<file path="src/rtl/fir_out_requant.sv">
// Output requantiser: decimate, round, shift, saturate, then buffer in a small
// FIFO with a valid/ready output. Sticky flags report saturation and drops.
module fir_out_requant #(
    parameter int unsigned DIN_W      = 54,
    parameter int unsigned DOUT_W     = 18,
    parameter int unsigned SHIFT      = 16,
    parameter int unsigned DECIM      = 4,
    parameter int unsigned FIFO_DEPTH = 4
) (
    input  logic                          clk,
    input  logic                          rst,
    input  logic                          clr,
    input  logic [DIN_W-1:0]              din,
    input  logic                          din_vld,
    output logic [DOUT_W-1:0]             dout,
    output logic                          dout_vld,
    input  logic                          dout_rdy,
    output logic [$clog2(FIFO_DEPTH):0]   level,
    output logic                          sat,
    output logic                          ovf
);

    localparam int unsigned PH_W = (DECIM > 1) ? $clog2(DECIM) : 1;
    localparam int unsigned AW   = $clog2(FIFO_DEPTH);
    localparam int unsigned EW   = DIN_W + 1;

    // Half an output LSB; shifting a one left then right yields zero for SHIFT=0.
    localparam logic [EW-1:0] RND = ({{(EW-1){1'b0}}, 1'b1} << SHIFT) >> 1;
    localparam logic signed [EW-1:0] MAX_E = {{(EW-DOUT_W+1){1'b0}}, {(DOUT_W-1){1'b1}}};
    localparam logic signed [EW-1:0] MIN_E = {{(EW-DOUT_W+1){1'b1}}, {(DOUT_W-1){1'b0}}};
    localparam logic [DOUT_W-1:0] MAX_O = {1'b0, {(DOUT_W-1){1'b1}}};
    localparam logic [DOUT_W-1:0] MIN_O = {1'b1, {(DOUT_W-1){1'b0}}};

    logic [PH_W-1:0]         ph_q, ph_d;
    logic signed [EW-1:0]    s1_q, s1_d, rnd_sum;
    logic                    s1_vld_q, s1_vld_d;
    logic [DOUT_W-1:0]       s2_q, s2_d;
    logic                    s2_vld_q, s2_vld_d;
    logic                    sat_q, sat_d, ovf_q, ovf_d;
    logic [AW-1:0]           wr_ptr_q, wr_ptr_d, rd_ptr_q, rd_ptr_d;
    logic [AW:0]             cnt_q, cnt_d;
    logic [DOUT_W-1:0]       mem_q [FIFO_DEPTH];

    logic keep, sat_hi, sat_lo, fifo_empty, fifo_full, fifo_rd, fifo_wr, fifo_drop;

    // Decimation, rounding/saturation pipeline and FIFO control next-state.
    always_comb begin
        keep       = din_vld && (ph_q == '0);
        rnd_sum    = $signed({din[DIN_W-1], din}) + $signed(RND);
        sat_hi     = s1_q > MAX_E;
        sat_lo     = s1_q < MIN_E;
        fifo_empty = (cnt_q == '0);
        fifo_full  = (cnt_q == (AW+1)'(FIFO_DEPTH));
        fifo_rd    = !clr && !fifo_empty && dout_rdy;
        // A full FIFO still accepts the write when the head leaves in the same cycle.
        fifo_wr    = !clr && s2_vld_q && (!fifo_full || fifo_rd);
        fifo_drop  = !clr && s2_vld_q && fifo_full && !fifo_rd;

        ph_d     = ph_q;
        s1_d     = s1_q;
        s1_vld_d = !clr && keep;
        s2_d     = s2_q;
        s2_vld_d = !clr && s1_vld_q;
        sat_d    = sat_q;
        ovf_d    = ovf_q;
        wr_ptr_d = wr_ptr_q;
        rd_ptr_d = rd_ptr_q;
        cnt_d    = cnt_q;

        if (din_vld) begin
            ph_d = (ph_q == PH_W'(DECIM - 1)) ? '0 : ph_q + 1'b1;
        end
        if (keep) begin
            s1_d = rnd_sum >>> SHIFT;
        end
        if (s1_vld_q) begin
            if (sat_hi) begin
                s2_d = MAX_O;
            end else if (sat_lo) begin
                s2_d = MIN_O;
            end else begin
                s2_d = s1_q[DOUT_W-1:0];
            end
            sat_d = sat_q | sat_hi | sat_lo;
        end
        if (fifo_drop) begin
            ovf_d = 1'b1;
        end
        if (fifo_wr) begin
            wr_ptr_d = wr_ptr_q + 1'b1;
        end
        if (fifo_rd) begin
            rd_ptr_d = rd_ptr_q + 1'b1;
        end
        unique case ({fifo_wr, fifo_rd})
            2'b10:   cnt_d = cnt_q + 1'b1;
            2'b01:   cnt_d = cnt_q - 1'b1;
            default: cnt_d = cnt_q;
        endcase

        // Clear wins over everything decided above.
        if (clr) begin
            ph_d     = '0;
            sat_d    = 1'b0;
            ovf_d    = 1'b0;
            wr_ptr_d = '0;
            rd_ptr_d = '0;
            cnt_d    = '0;
        end
    end

    // Control and pipeline state registers.
    always_ff @(posedge clk or posedge rst) begin
        if (rst) begin
            ph_q     <= '0;
            s1_q     <= '0;
            s1_vld_q <= 1'b0;
            s2_q     <= '0;
            s2_vld_q <= 1'b0;
            sat_q    <= 1'b0;
            ovf_q    <= 1'b0;
            wr_ptr_q <= '0;
            rd_ptr_q <= '0;
            cnt_q    <= '0;
        end else begin
            ph_q     <= ph_d;
            s1_q     <= s1_d;
            s1_vld_q <= s1_vld_d;
            s2_q     <= s2_d;
            s2_vld_q <= s2_vld_d;
            sat_q    <= sat_d;
            ovf_q    <= ovf_d;
            wr_ptr_q <= wr_ptr_d;
            rd_ptr_q <= rd_ptr_d;
            cnt_q    <= cnt_d;
        end
    end

    // FIFO storage; contents are don't-care while the occupancy says empty.
    always_ff @(posedge clk) begin
        if (fifo_wr) begin
            mem_q[wr_ptr_q] <= s2_q;
        end
    end

    // Outputs derived purely from registered FIFO state.
    always_comb begin
        dout     = '0;
        dout_vld = !fifo_empty;
        level    = cnt_q;
        sat      = sat_q;
        ovf      = ovf_q;
        if (!fifo_empty) begin
            dout = mem_q[rd_ptr_q];
        end
    end

endmodule

</file>
<file path="config.mk">
export PLATFORM = sky130hd
export DESIGN_NAME = fir_out_requant
export DESIGN_NICKNAME = d
export VERILOG_FILES = /design/src/rtl/fir_out_requant.sv
export SDC_FILE = /design/constraint.sdc
export NUM_CORES = 1
export LEC_CHECK = 0
export ABC_AREA = 1
export CAP_MARGIN = 5
export CORE_MARGIN = 2
export CORE_UTILIZATION = 50
export CTS_CLUSTER_SIZE = 20
export DETAILED_ROUTE_END_ITERATION = 6
export PLACE_DENSITY_LB_ADDON = 0.08
export SLEW_MARGIN = 25
export SYNTH_ARGS = -nofsm -noshare
export SYNTH_HDL_FRONTEND = slang
export SYNTH_SLANG_ARGS = --single-unit
</file>
<file path="constraint.sdc">
create_clock -name clk -period 2.26 [get_ports clk]
set_clock_uncertainty 0.1 [all_clocks]
set_input_delay 0.452 -clock clk [delete_from_list [all_inputs] [get_ports clk]]
set_output_delay 0.452 -clock clk [all_outputs]
set_load 0.01 [all_outputs]
</file>
==> metrics <==
sequential power share 40.1%; Max-Cap Viols 0; Worst path slowest cell dfrtp_2; synthesized area 7068 sq um; final setup violation count 0; Ant. Diodes 0; Avg WL per Cell 14.65 um; Setup crit start kind flip-flop; CTS tree yes; CTS buffer count 17; I/O pins 83; Core ar. 13,830 sq um; Yosys warning count 0; Die Width 122.9 um; Vias 5,759; Post-synth EDFFs 72; critical path class flip-flop to output pin; GRT busiest layer met2; initial antenna violation count 0; met3 Resource Use GR 4.797%; CTS Buffer Depth 2; Max VDD drop 0.4162 mV; asr flop ratio synth 49.30%; CP arrival 1.64 ns; Cells after Synth 838; measured slew at the worst slew-check pin 0.5905 ns; WP buf/inv 2; Tot GR Track Use 23.62%; layout cell share with drive strength beyond 1 11.69%; Top FF cell, synth edfxtp_1; hold_buf cts 0; combinational share of power 26.6%; overall power 8.400 mW; Int Power 5.801 mW; max incr delay on CP 0.47 ns; first-pass GRT wire length 27.27 mm; Max-slew headroom 60.59%; Yosys reg bits 142; Final min period 2.188 ns; DP HPWL 11.71 mm; HP Class input pin to async pin; row cnt 43; vias in the first global route 5,696; cell taking the most area after synthesis edfxtp_1; largest net degree at the start of global routing 71; most used cell, CP nor2_1; Layout Cells excl Fill 1,121; total grt overflow 0; worst-skew pair later-pin latency 0.42 ns; leak pwr 3.704 nW; met1 usage 30.70%; Cell Chain, Critical Path buf_12, nor2_1, nor2_1, o21ai_1, a21oi_2, buf_2; status finished clean; remaining antenna violation count after routing 0; number of cells after detailed placement 1,088; placed cell area 8180 sq um; final net count 995; RSZ-0062 raised after global routing true; met2 Track Usage GR 39.33%; CTS sink count 142; Worst Path Required 1.71 ns; DRT Pass-1 Iters 5; Synth area leaders edfxtp_1 (31%), dfrtp_1 (25%), nand2_1 (14%); drt via density 5.137; # H-tree levels 4; switch share 30.95%; post-route design area 8766 sq um; crit path capture type output pin; syn avg cell area 8.434 sq um; fillers 1,220; cell family with most CP delay flip-flops; Final Hold Fails 0; maximum clock rate 457.1 MHz; number of port buffers 67; die area 15,100 sq um; net load switching power 2.600 mW; Cell variety after synth 35; most common cell after layout, fill and taps aside nand2_1; FF+latch area 3915 sq um; drt total wl 16.42 mm; Worst R2R Setup Slack 0.41 ns; share of Yosys cell area claimed by the top area cell type 30.59%; Post-Syn Nets 905; GP Congestion 0.8942; area occupied by multi-input gates 2848 sq um; reg2reg path depth 9; crit path max fanout 18; worst r2r dst level[2]$_DFFE_PP0P_; CTS root buffer clkbuf_16; DR iter-0 viols 476; origin of the critical flop-to-flop path level[0]$_DFFE_PP0P_; Clock power frac 33.3%; CTS clk-pin slew, worst paths 0.06 ns; Syn-to-layout area delta 24.02%; Pins Over Slew Limit 0; commonest non-fill, non-tap cells in the layout nand2_1 (264), nor2_1 (157), edfxtp_1 (72), dfrtp_1 (69), clkdlybuf4s50_1 (49); # DRC 0; fin crit share 96.79%; Starting Density 51.12%; WHS 0.3772 ns; Die Ht 122.9 um; power density over the cells 958.3 nW/um^2; sequential area share after synthesis 55.37%
## cell type report
type,count,share of cell area [%]
Sequential cell,142,44.66
Multi-Input combinational cell,621,32.49
Timing Repair Buffer,98,11.22
Clock buffer,21,5.495
Tap cell,180,2.569
Inverter,48,2.112
Clock inverter,11,1.456
## worst max-delay path by stage
stage / from / endpoint / slack, ns / depth (start not counted)
finish: rd_ptr_q[0]$_DFFE_PP0P_ / dout[1] / 0.07 / 6
global route: rd_ptr_q[0]$_DFFE_PP0P_ / dout[11] / -0.04 / 6
CTS: rd_ptr_q[0]$_DFFE_PP0P_ / dout[1] / -0.16 / 7
detailed placement: clr / level[2]$_DFFE_PP0P_ / 0.01 / 9
global placement: din[15] / s1_q[31]$_DFFE_PP0P_ / 0.03 / 11
floorplan: clr / mem_q[0][0]$_DFFE_PP_ / 0.16 / 5
## flip-flops by register name (all words and copies together), names as in the netlist
register  count
level         3
mem_q        72
ovf           1
ph_q          2
rd_ptr_q      2
s1_q         39
s1_vld_q      1
s2_q         18
s2_vld_q      1
sat           1
wr_ptr_q      2
## kinds of logic (layout without fill, tap and decap cells)
| group | after synthesis | count (layout) | share of synthesized area [%] |
|---|---|---|---|
| AND/OR/NAND/NOR | 508 | 508 | 30.15 |
| flip-flops | 142 | 142 | 55.37 |
| AO/OA/AOI/OAI | 89 | 89 | 6.479 |
| buffers and inverters | 75 | 178 | 4.496 |
| XOR/XNOR | 16 | 16 | 1.983 |
| adder cells (fa/ha/maj) | 8 | 8 | 1.522 |
## synth_stat cells (3+ instances only)
cell type    n
nand2_1    264
nor2_1     158
edfxtp_1    72
dfrtp_1     70
o21ai_0     57
inv_1       46
nand3_1     43
a21oi_1     19
clkbuf_1    15
nand4_1     12
xor2_1       9
a31oi_1      8
ha_1         7
nor2_2       7
xnor2_1      7
buf_2        6
nand2_2      5
nor2_4       5
o21ai_1      4
and2_1       3
## worst min-delay path, stage by stage
cell	delay [ns]
clkdlybuf4s50_1	0.44
clkinvlp_4	0.10
buf_12	0.32
## through the flow
step	util, %	setup TNS, ns	worst slack (ns)
floorplan	-	0	0.1639
global placement	59.16	0	0.03457
detailed placement	59.16	0	0.01165
CTS	63.51	-0.1711	-0.1575
global route	63.40	-0.08140	-0.03818
finish	63.40	0	0.07248
## layer usage
| layer | vias to the layer above | share of wire, % |
|---|---|---|
| met5 | - | 0 |
| met4 | 0 | 2.3 |
| met3 | 28 | 3.8 |
| met2 | 159 | 49 |
| met1 | 2673 | 45 |
| li1 | 2899 | - |
## repair_timing
item / CTS / global route
gates resized for setup: 56 / 34
pin swaps: 2 / 5
buffers inserted: 1 / 0
gates cloned: 0 / 1
endpoints found under the setup margin: 18 / 18
## power by group through the flow
stage	Clock [mW]	Combinational [mW]	Sequential, mW
6_report	2.80	2.23	3.37
4_1_cts	2.84	2.26	3.36
3_5_place_dp	0	2.37	3.40
3_3_place_gp	0	2.31	3.38
5_1_grt	2.96	2.51	3.42
2_1_floorplan	0	1.26	3.33
Power figures use the tool's default switching activity.
